[src/rtl/sisc_pkg.sv]
`default_nettype none
// ============================================================================
// Module      : sisc_pkg
// Description : Shared definitions for the SISC multicycle controller:
//               opcode values, the immediate addressing mode, the FSM state
//               encoding and the alu_op / wb_sel output codes.
// Revision    : 1.0 - initial release
// ============================================================================
package sisc_pkg;

    // Opcode values. Kept as plain integers so each user can cast them to
    // its own OPW-wide opcode field.
    localparam int unsigned OP_NOOP = 0;
    localparam int unsigned OP_LOD  = 1;
    localparam int unsigned OP_STR  = 2;
    localparam int unsigned OP_SWP  = 3;
    localparam int unsigned OP_BRA  = 4;
    localparam int unsigned OP_BRR  = 5;
    localparam int unsigned OP_BNE  = 6;
    localparam int unsigned OP_BNR  = 7;
    localparam int unsigned OP_ALU  = 8;
    localparam int unsigned OP_HLT  = 15;

    // mm value that selects the immediate operand for ALU instructions
    localparam int unsigned AM_IMM  = 8;

    // Controller states, 3-bit encoding
    typedef enum logic [2:0] {
        S_START1  = 3'd0,
        S_FETCH   = 3'd1,
        S_DECODE  = 3'd2,
        S_EXECUTE = 3'd3,
        S_MEM     = 3'd4,
        S_WB      = 3'd5,
        S_WB2     = 3'd6,
        S_HALT    = 3'd7
    } state_t;

    // alu_op codes
    localparam logic [1:0] ALU_RR   = 2'b00;
    localparam logic [1:0] ALU_IMM  = 2'b01;
    localparam logic [1:0] ALU_ADDR = 2'b10;

    // wb_sel codes
    localparam logic [1:0] WB_ALU   = 2'b00;
    localparam logic [1:0] WB_MEM   = 2'b01;
    localparam logic [1:0] WB_SWP   = 2'b10;

endpackage : sisc_pkg
`default_nettype wire

[src/rtl/sisc_br_cond.sv]
`default_nettype none
// ============================================================================
// Module      : sisc_br_cond
// Description : Combinational branch-condition evaluator. A branch "hits"
//               when any masked status flag is set; BRA/BRR are taken on a
//               hit, BNE/BNR on a miss. Non-branch opcodes are never taken.
// Ports       : i_opcode [OPW]  latched opcode
//               i_mm     [MMW]  branch mask
//               i_stat   [MMW]  status flags
//               o_taken         branch is taken
//               o_br_sel        1 = absolute target (BRA/BNE), 0 = relative
// Revision    : 1.0 - initial release
// ============================================================================
module sisc_br_cond
    import sisc_pkg::*;
#(
    parameter int OPW = 4,
    parameter int MMW = 4
) (
    input  logic [OPW-1:0] i_opcode,
    input  logic [MMW-1:0] i_mm,
    input  logic [MMW-1:0] i_stat,
    output logic           o_taken,
    output logic           o_br_sel
);

    logic w_hit;

    assign w_hit = |(i_mm & i_stat);

    always_comb begin
        o_taken  = 1'b0;
        o_br_sel = 1'b0;
        if (i_opcode == OPW'(OP_BRA)) begin
            o_taken  = w_hit;
            o_br_sel = 1'b1;
        end else if (i_opcode == OPW'(OP_BRR)) begin
            o_taken  = w_hit;
        end else if (i_opcode == OPW'(OP_BNE)) begin
            o_taken  = ~w_hit;
            o_br_sel = 1'b1;
        end else if (i_opcode == OPW'(OP_BNR)) begin
            o_taken  = ~w_hit;
        end
    end

endmodule : sisc_br_cond
`default_nettype wire

[src/rtl/sisc_ctrl_mc.sv]
`default_nettype none
// ============================================================================
// Module      : sisc_ctrl_mc
// Description : Multicycle control FSM for the SISC datapath. Sequences
//               fetch/decode/execute/mem/writeback for ALU, LOD, STR, SWP,
//               the four branch forms and HLT. Memory accesses wait on a
//               ready handshake with a timeout that halts with a sticky err.
// Ports       : clk, rst_f (async, active low)
//               opcode/mm   IR fields; stat status flags; mem_rdy from memory
//               ir_load, pc_write, pc_sel, br_sel, pc_rst   PC / IR control
//               rd_sel, alu_op, stat_en                     operand / ALU
//               dm_re, dm_we                                data memory
//               rf_we, wb_sel                               writeback
//               halted, err                                 status
// Revision    : 1.0 - initial release
// ============================================================================
module sisc_ctrl_mc
    import sisc_pkg::*;
#(
    parameter int OPW    = 4,
    parameter int MMW    = 4,
    parameter int MEM_TO = 15
) (
    input  logic           clk,
    input  logic           rst_f,
    input  logic [OPW-1:0] opcode,
    input  logic [MMW-1:0] mm,
    input  logic [MMW-1:0] stat,
    input  logic           mem_rdy,
    output logic           ir_load,
    output logic           pc_write,
    output logic           pc_sel,
    output logic           br_sel,
    output logic           pc_rst,
    output logic [1:0]     rd_sel,
    output logic [1:0]     alu_op,
    output logic           stat_en,
    output logic           dm_re,
    output logic           dm_we,
    output logic           rf_we,
    output logic [1:0]     wb_sel,
    output logic           halted,
    output logic           err
);

    localparam int             c_CW      = $clog2(MEM_TO + 1);
    // Last wait cycle: a miss here means MEM_TO cycles have gone by unserved
    localparam logic [c_CW-1:0] c_TO_LAST = c_CW'(MEM_TO - 1);

    state_t           r_state;
    state_t           w_next;
    logic [OPW-1:0]   r_op;
    logic [MMW-1:0]   r_mm;
    logic [c_CW-1:0]  r_tmo;
    logic             r_err;
    logic             w_taken;
    logic             w_br_sel;
    logic             w_timeout;

    sisc_br_cond #(
        .OPW (OPW),
        .MMW (MMW)
    ) u_br_cond (
        .i_opcode (r_op),
        .i_mm     (r_mm),
        .i_stat   (stat),
        .o_taken  (w_taken),
        .o_br_sel (w_br_sel)
    );

    // mem_rdy in the final wait cycle wins over the timeout
    assign w_timeout = (r_state == S_MEM) && !mem_rdy && (r_tmo == c_TO_LAST);
    assign err       = r_err;

    // State register
    always_ff @(posedge clk or negedge rst_f) begin
        if (!rst_f) begin
            r_state <= S_START1;
        end else begin
            r_state <= w_next;
        end
    end

    // Latched instruction fields, timeout counter and sticky error
    always_ff @(posedge clk or negedge rst_f) begin
        if (!rst_f) begin
            r_op  <= '0;
            r_mm  <= '0;
            r_tmo <= '0;
            r_err <= 1'b0;
        end else begin
            if (r_state == S_DECODE) begin
                r_op <= opcode;
                r_mm <= mm;
            end
            // Clearing in EXECUTE means the count starts at zero on MEM entry
            if (r_state == S_EXECUTE) begin
                r_tmo <= '0;
            end else if (r_state == S_MEM && !mem_rdy && !w_timeout) begin
                r_tmo <= r_tmo + 1'b1;
            end
            if (w_timeout) begin
                r_err <= 1'b1;
            end
        end
    end

    // Next-state and output decode
    always_comb begin
        w_next   = r_state;
        ir_load  = 1'b0;
        pc_write = 1'b0;
        pc_sel   = 1'b0;
        br_sel   = 1'b0;
        pc_rst   = 1'b0;
        rd_sel   = 2'b00;
        alu_op   = ALU_RR;
        stat_en  = 1'b0;
        dm_re    = 1'b0;
        dm_we    = 1'b0;
        rf_we    = 1'b0;
        wb_sel   = WB_ALU;
        halted   = 1'b0;

        case (r_state)
            S_START1: begin
                pc_rst = 1'b1;
                w_next = S_FETCH;
            end
            S_FETCH: begin
                ir_load  = 1'b1;
                pc_write = 1'b1;
                w_next   = S_DECODE;
            end
            S_DECODE: begin
                // Operand B select comes from the live IR, ahead of the latch
                if (opcode == OPW'(OP_ALU) && mm == MMW'(AM_IMM)) begin
                    rd_sel = 2'b01;
                end else if (opcode == OPW'(OP_STR) || opcode == OPW'(OP_SWP)) begin
                    rd_sel = 2'b10;
                end
                w_next = (opcode == OPW'(OP_HLT)) ? S_HALT : S_EXECUTE;
            end
            S_EXECUTE: begin
                if (r_op == OPW'(OP_ALU)) begin
                    alu_op  = (r_mm == MMW'(AM_IMM)) ? ALU_IMM : ALU_RR;
                    stat_en = 1'b1;
                    w_next  = S_WB;
                end else if (r_op == OPW'(OP_LOD) || r_op == OPW'(OP_STR)) begin
                    alu_op = ALU_ADDR;
                    w_next = S_MEM;
                end else if (r_op == OPW'(OP_SWP)) begin
                    w_next = S_WB;
                end else begin
                    // Branches, NOOP and undefined opcodes all return to FETCH
                    if (w_taken) begin
                        pc_write = 1'b1;
                        pc_sel   = 1'b1;
                        br_sel   = w_br_sel;
                    end
                    w_next = S_FETCH;
                end
            end
            S_MEM: begin
                if (r_op == OPW'(OP_LOD)) begin
                    dm_re = 1'b1;
                end else begin
                    dm_we = 1'b1;
                end
                if (mem_rdy) begin
                    w_next = (r_op == OPW'(OP_LOD)) ? S_WB : S_FETCH;
                end else if (w_timeout) begin
                    w_next = S_HALT;
                end
            end
            S_WB: begin
                rf_we = 1'b1;
                if (r_op == OPW'(OP_LOD)) begin
                    wb_sel = WB_MEM;
                    w_next = S_FETCH;
                end else if (r_op == OPW'(OP_SWP)) begin
                    wb_sel = WB_SWP;
                    w_next = S_WB2;
                end else begin
                    w_next = S_FETCH;
                end
            end
            S_WB2: begin
                rf_we  = 1'b1;
                w_next = S_FETCH;
            end
            S_HALT: begin
                halted = 1'b1;
            end
            default: begin
                w_next = S_START1;
            end
        endcase
    end

endmodule : sisc_ctrl_mc
`default_nettype wire

[config.mk]
export PLATFORM = sky130hd
export DESIGN_NAME = sisc_ctrl_mc
export DESIGN_NICKNAME = d
export VERILOG_FILES = /design/src/rtl/sisc_pkg.sv /design/src/rtl/sisc_br_cond.sv /design/src/rtl/sisc_ctrl_mc.sv
export SDC_FILE = /design/constraint.sdc
export NUM_CORES = 1
export LEC_CHECK = 0
export ABC_AREA = 1
export CORE_MARGIN = 10
export CORE_UTILIZATION = 48
export CTS_CLUSTER_DIAMETER = 80
export CTS_CLUSTER_SIZE = 28
export DETAILED_ROUTE_END_ITERATION = 16
export GPL_TIMING_DRIVEN = 1
export PLACE_DENSITY_LB_ADDON = 0.12
export SLEW_MARGIN = 10
export SYNTH_ARGS = -nofsm -noshare
export SYNTH_HDL_FRONTEND = slang
export SYNTH_HIERARCHICAL = 1
export SYNTH_SLANG_ARGS = --single-unit
[constraint.sdc]
create_clock -name clk -period 2.5 [get_ports clk]
set_input_delay 0.5 -clock clk [delete_from_list [all_inputs] [get_ports clk]]
set_output_delay 0.5 -clock clk [all_outputs]
set_load 0.03 [all_outputs]
* Word-level counts from Yosys, hierarchy flattened
Cells that the tools add are included.
** Word-level totals
- Bits in registers :: 16
- Input port bits :: 15
- Output and inout bits :: 17
- Logic and storage cells :: 96
** Operators by class
- Add/sub/neg operators :: 1
- Equal/unequal tests :: 23
- Mux-type cells :: 50
- Bitwise gates (word level) :: 2
- Reductions and logical operators :: 15
** Operators with widths (count)
- 2-to-1 mux 1 bit :: 28
- 2-to-1 mux 3 bit :: 9
- == test 4 bit (second input constant) :: 6
- 2-to-1 mux 2 bit :: 9
- one-hot mux 3 bit (6 select lines) :: 1
- == test 4 x 2 -> 1 bit (second input constant) :: 4
- == test 4 x 3 -> 1 bit (second input constant) :: 4
- == test 3 bit (second input constant) :: 4
- 2-to-1 mux 4 bit :: 2
- == test 3 x 2 -> 1 bit (second input constant) :: 2
- nonzero test 6 bit :: 1
- adder 4 x 1 -> 4 bit (second input constant) :: 1
- AND 4 bit :: 1
- == test 4 x 1 -> 1 bit (second input constant) :: 1
- logical AND 1 bit :: 4
- OR reduction 2 bit :: 2
- OR reduction 4 bit :: 1
- == test 3 x 1 -> 1 bit (second input constant) :: 1
- logical NOT 3 bit :: 1
- != test 3 bit (second input constant) :: 1
- logical NOT 1 bit :: 2
- logical OR 1 bit :: 2
- one-hot mux 1 bit (2 select lines) :: 1
- AND reduction 2 bit :: 1
- 2 further kinds :: 2

* Depth between registers and ports, before layout
Gate-level depths: netlist of run 1.
- Depth after elaboration :: 12
- Gate-level depth with buffers :: 8
- Mapped depth without buffers :: 8

* Cells and area by module
Netlist of run 1, hierarchy kept.
** By module, submodules not included
- sisc_ctrl_mc :: instances 1, cells each 132, area each 934.6 sq um, sequential area each 400.4 sq um
- sisc_br_cond :: instances 1, cells each 15, area each 60.1 sq um, sequential area each 0.0 sq um

* Least setup slack after synthesis of run 1
Ideal clock, no wire load.
- Path type :: register to output
- Start :: reg r_state[2]
- End :: out rd_sel[0]
- Arrival time :: 1.803 ns
- Data required time :: 2.000 ns
- Path slack :: 0.197 ns
- Stages on the path, launching flop included :: 5
- Path buffers :: 1
- Cells stage by stage :: dfrtp_1 -> inv_1 -> nand3_1 -> buf_4 -> nor4_1
** On the way
- Cells in the longest elaborated chain, start to end :: 2
** Ends and longest elaborated chain
- from (decl) :: line sisc_ctrl_mc.sv:50 : state_t r_state;
- from (signal assigned) :: line sisc_ctrl_mc.sv:80 : r_state <= w_next;
- == test 3 x 2 -> 1 bit :: line sisc_ctrl_mc.sv:125 : case (r_state)
- 2-to-1 mux 2 bit :: line sisc_ctrl_mc.sv:125
- to (decl) :: line sisc_ctrl_mc.sv:35 : output logic [1:0] rd_sel,
No other way between the ends.

* Worst setup path after layout of run 1
- Start :: reg r_state[2]
- End :: out ir_load
** On the way
- Cells in the longest elaborated chain, start to end :: 2
** Ends and longest elaborated chain
- == test 3 x 1 -> 1 bit :: line sisc_ctrl_mc.sv:125
- 2-to-1 mux 1 bit :: line sisc_ctrl_mc.sv:125
- to (decl) :: line sisc_ctrl_mc.sv:30 : output logic ir_load,
No other way between the ends.

==> impl_results.md, run 1 <==
* Status: finished, final reports clean
* Routing usage on met1 at 0.1374
* Synthesized flop and latch total at 16
* Global-route wire length before repair at 4436 um
* Crit-path max cell delay at 0.67 ns
* Htree depth at 1
* Cell mode on critical path: inv_1
* Post-synth EDFFs at 0
* Core Area at 1962 um2
* 1st-iter DRT viols at 31
* Met2 Use GR at 0.2110
* Min-delay worst type: reg -> reg
* Total track usage at 0.1252
* Buf+Inv Stages, Crit Path at 3
* Starting density of the core at 0.5070
* Peak VDD IR at 0.0002570 V
* Worst path cell trace: inv_1 > nand3_1 > inv_1 > clkdlybuf4s50_1
* PwrDens at 338.8 nW/um2
* Rows at 16
* DRC errors left at 0
* Commonest non-fill, non-tap cells in the layout: nand2_1, inv_1, nor2_1, clkdlybuf4s50_1
* Cell count after placement at 207
* Nature of the critical path endpoint: primary output
* Fmax at 429.3 MHz
* Prevailing post-synth register cell: dfrtp_1
* Slew margin rel. at 0.5033
* P_leak at 0.7994 nW
* Sequential share of the synthesized area at 0.4025
* Skew final at 0.001629 ns
* Mapped Avg Cell Area at 6.767 um2
* Routing usage on met3 at 0.04915
* Final setup fails at 0
* Via/cell ratio at 5.038
* Slowest-stage cell, CP: clkdlybuf4s50_1
* Area growth syn-to-layout at 38.87%
* Routability congestion estimate at 0.8744
* Post-Syn Area at 994.7 um2
* Setup WS pre-CTS at 0.2071 ns
* Nets at 202
* Worst-skew pair later-pin latency at 0.28 ns
* Setup TNS at 0 ns
* Die W at 65.52 um
* CTS Sinks at 16
* Wire per inst at 12.60 um
* Post-DP HPWL at 2196 um
* RSZ-0062 raised after global routing: no
* ANT cells at 0
* Congestion Overflow GR at 0
* WL final at 2658 um
* Kind of critical path: reg -> out
* Post-CTS Hold Buffers at 0
* Post-Layout Cell Count at 211
* Most common cell after layout, fill and taps aside: nand2_1
* CTS Root Cell: clkbuf_4
* Filler Cells Inserted at 185
* CTS clock-pin slew for the worst setup and hold paths at 0.10 ns
* Pre-antenna DRT Iters at 4
* Die span in y at 65.52 um
* Endpoints failing hold at 0
* Fin crit period at 2.329 ns
* YS warnings at 6
* Layout cell share with drive strength beyond 1 at 0.08152
* Worst slew pin tran at 0.7427 ns
* CTS tree: built
* Post-synth cell types at 17
* Post-synthesis cell count at 147
* Final hold slack at 0.4834 ns
* CP arrival at 1.83 ns
* Initial antenna violation count at 0
* # IOs at 32
* Final worst setup slack at 0.1706 ns
* Worst path top cell family by delay: buffers and inverters
* Max-slew violation count at 0
* Final Cycle Share at 0.9318
* Grt peak-use layer: met2
* Final Util at 0.7041
* Die footprint at 4293 um2
* Post-route ant nets at 0
* Via count at 1063
* Worst Path Required at 2.00 ns
* Max-cap violations at 0
* Largest net degree at the start of global routing at 17
* Net Count, Synth at 164
* Clock Path Buffers at 2
* FFs w/ async S/R, synth at 1.000
* CP max FO at 6
* Startpoint types: flip-flop
* PortBufs at 31
* Vias in the first global route at 1046
* CTS Buf Count at 3
==> cells in the mapped netlist (2+ instances only) <==
library cell	count	area, um2
nand4_1	3	18.77
xor2_1	2	17.52
o21ai_0	11	55.05
nor2_1	19	71.32
dfrtp_1	16	400.4
nor3_1	5	25.02
nor2_2	3	18.77
nand3_1	16	80.08
inv_1	26	97.59
ha_1	2	25.02
nand2_1	37	138.9
nor4_1	2	12.51
==> logic make-up (layout without fill, tap and decap cells) <==
logic type | Yosys count | after routing | share of synthesized area
AOI/OAI and AO/OA | 14 | 14 | 0.07421
DFF | 16 | 16 | 0.4025
xor gates and xnor gates | 2 | 2 | 0.01761
adders and majority gates | 2 | 2 | 0.02515
buffers and inverters | 27 | 64 | 0.1057
and+or+nand+nor | 86 | 86 | 0.3748
==> per-layer routing <==
layer  routed length (um)  vias up
met4                   12        0
met1                 1166      488
met2                 1270       29
met5                    0        -
li1                     -      544
met3                  209        2
==> worst paths after layout <==
path                            slack [ns]    endpoint        from  cells after the start
worst max-delay path                  0.17     ir_load  r_state[2]                      4
worst min-delay path                  0.48         err         err                      1
worst max register to register        1.00  r_state[0]  r_state[0]                      7
worst min register to register        0.48         err         err                      1
max in group asynchronous             1.39         err       rst_f                      1
min in group asynchronous             0.64     r_mm[0]       rst_f                      1
==> through the flow <==
stage	instance area, um2	total power [mW]
CTS	1373	0.4705
detailed placement	1341	0.2991
floorplan	994.7	0.2694
global placement	1341	0.2988
global route	1381	0.4850
finish	1381	0.4680
==> layout make-up <==
cell class	instances	area, um2	share of cell area
clock buffer	4	36.28	0.02627
inverter	26	97.59	0.07065
multi-input combinational	104	489.2	0.3542
sequential	16	400.4	0.2899
tap	27	33.78	0.02446
timing repair buffer	34	324.1	0.2346
==> power breakdown <==
part / internal [mW] / total (mW) / switching (mW)
clock: 0.0886 / 0.174 / 0.0859
sequential: 0.259 / 0.259 / 0
combinational: 0.0213 / 0.0349 / 0.0136
==> sequential cells by signal, summed over array words and instances (netlist names) <==
signal   cells
err          1
r_tmo        4
r_mm         4
r_state      3
r_op         4
==> repair_timing <==
item                       in CTS  in global routing
gates resized for setup         4                  4
setup buffers                   0                  0
setup endpoints to repair       4                  4
Note: power is estimated with default switching activity, not from simulation.
==> run 2: changes to the inputs <==
--- a/config.mk
+++ b/config.mk
@@ -7,7 +7,8 @@
 export LEC_CHECK = 0
 export ABC_AREA = 1
 export CORE_MARGIN = 10
-export CORE_UTILIZATION = 48
+export CORE_UTILIZATION = 50
+export CTS_BUF_LIST = sky130_fd_sc_hd__clkbuf_4
 export CTS_CLUSTER_DIAMETER = 80
 export CTS_CLUSTER_SIZE = 28
 export DETAILED_ROUTE_END_ITERATION = 16
==> impl_results.md, run 2 (same netlist as run 1, synthesis figures left out) <==
* P_leak at 0.7926 nW
* ANT cells at 0
* Area growth syn-to-layout at 37.86%
* Vias in the first global route at 1031
* Multi-input gate area at 489.2 um2
* CP arrival at 1.85 ns
* Cell mode on critical path: inv_1
* Die span in y at 64.60 um
* Commonest non-fill, non-tap cells in the layout: nand2_1, inv_1, clkdlybuf4s50_1
* Max-cap violations at 0
* Most common cell after layout, fill and taps aside: nand2_1
* Worst slew pin tran at 0.7388 ns
* Largest regs: r_mm (4), r_op (4), r_tmo (4)
* RSZ-0062 raised after global routing: no
* Reg2Reg Setup Slack at 1.01 ns
* Kind of critical path: reg -> out
* Peak VDD IR at 0.0003132 V
* Die W at 64.60 um
* CTS clock-pin slew for the worst setup and hold paths at 0.10 ns
* Filler Cells Inserted at 183
* Startpoint types: flip-flop
* PortBufs at 31
* Worst path cell trace: inv_1 > nor2_1 > nand2_1 > inv_1 > clkdlybuf4s50_1
* Setup repair bufs after CTS at 0
* FF/Latch Area at 400.4 um2
* DRC errors left at 0
* Worst Path Required at 2.00 ns
* Rows at 16
* Die footprint at 4173 um2
* Fmax at 425.5 MHz
* Post-DP HPWL at 2187 um
* Via/cell ratio at 5.057
* Total track usage at 0.1282
* Min-delay worst type: reg -> reg
* Final hold slack at 0.4937 ns
* Htree depth at 1
* Starting density of the core at 0.5176
* # IOs at 32
* Top Metal Used: met4
* CTS Root Cell: clkbuf_4
* Met2 wire length at 1286 um
* Worst-skew pair later-pin latency at 0.29 ns
* Slowest-stage cell, CP: clkdlybuf4s50_1
* Layout cell share with drive strength beyond 1 at 0.07609
* Largest net degree at the start of global routing at 17
* Global-route wire length before repair at 4388 um
* Final Cycle Share at 0.9400
* Clock Path Buffers at 2
* PwrDens at 321.8 nW/um2
* Core Area at 1922 um2
* 1st-iter DRT viols at 34
* CTS tree: built
* WL final at 2590 um
* Congestion Overflow GR at 0
* Met3 routed WL at 215 um
* Slew margin rel. at 0.5059
* Nets at 202
* Endpoints failing hold at 0
* Met1 wire length at 1066 um
* Status: finished, final reports clean
* CP max FO at 6
* Post-route ant nets at 0
* Final setup fails at 0
* Routability congestion estimate at 0.8521
* Wire per inst at 12.27 um
* Fin crit period at 2.350 ns
* Tot Pwr at 0.4412 mW
* Skew final at 0.001311 ns
* CTS Buf Count at 3
* Max-slew violation count at 0
* Crit-path max cell delay at 0.66 ns
* Pre-antenna DRT Iters at 4
* Nature of the critical path endpoint: primary output
* Initial antenna violation count at 0
* Post-CTS Hold Buffers at 0
* Setup TNS at 0 ns
* Via count at 1067
* CTS Sinks at 16
run 2: cell types whose count changed in the layout (fill, tap and decap cells not counted), sizes merged:
cell / previous run / this run
clkinv: 0 / 1
clkdlybuf4s15: 1 / 0
clkbuf: 4 / 3
clkdlybuf4s50: 19 / 20
run 2: cell type report:
| type | instances | share of cell area |
|---|---|---|
| Inverter | 26 | 0.07117 |
| Tap cell | 27 | 0.02463 |
| Clock buffer | 3 | 0.01642 |
| Sequential cell | 16 | 0.2920 |
| Multi-Input combinational cell | 104 | 0.3568 |
| Timing Repair Buffer | 34 | 0.2363 |
| Clock inverter | 1 | 0.002737 |
run 2: final timing paths:
path                       startpoint          to  cells after the start
setup / recovery           r_state[2]   wb_sel[1]                      5
hold / removal                    err         err                      1
setup reg to reg           r_state[0]  r_state[0]                      7
hold reg to reg                   err         err                      1
max in group asynchronous       rst_f     r_op[1]                      1
min in group asynchronous       rst_f     r_mm[0]                      1
run 2: per-stage QoR:
stage               area (um2)  cells  setup slack, ns  utilization
floorplan                994.7    147           0.1968            -
global placement          1341    207           0.2680       0.6979
detailed placement        1341    207           0.2189       0.6979
finish                    1371    211           0.1499       0.7135
global route              1371    211          0.03576       0.7135
CTS                       1364    211          0.03411       0.7096
run 2: power breakdown:
group	internal, mW	total [mW]	switching [mW]	leakage [nW]
clock	0.0582	0.148	0.0894	0.0154
sequential	0.259	0.259	0	0.166
combinational	0.0213	0.0351	0.0137	0.611
run 2: worst max-delay path, delay by kind of cell, from the launching register on:
| family | cells | cell delay [ns] |
|---|---|---|
| buffers and inverters | 3 | 0.86 |
| and+or+nand+nor | 2 | 0.24 |
| DFF | 1 | 0.45 |
run 2: timing repair:
item,in CTS,in global routing
setup endpoints to repair,3,3
endpoints found under the hold margin,0,0
gates resized for setup,3,3
run 2: metal layers:
metal  up-vias  GRT usage
li1        543          -
met1       490     0.1361
met3         4    0.05498
met2        30     0.2143
met4         0    0.06150
met5         -          0
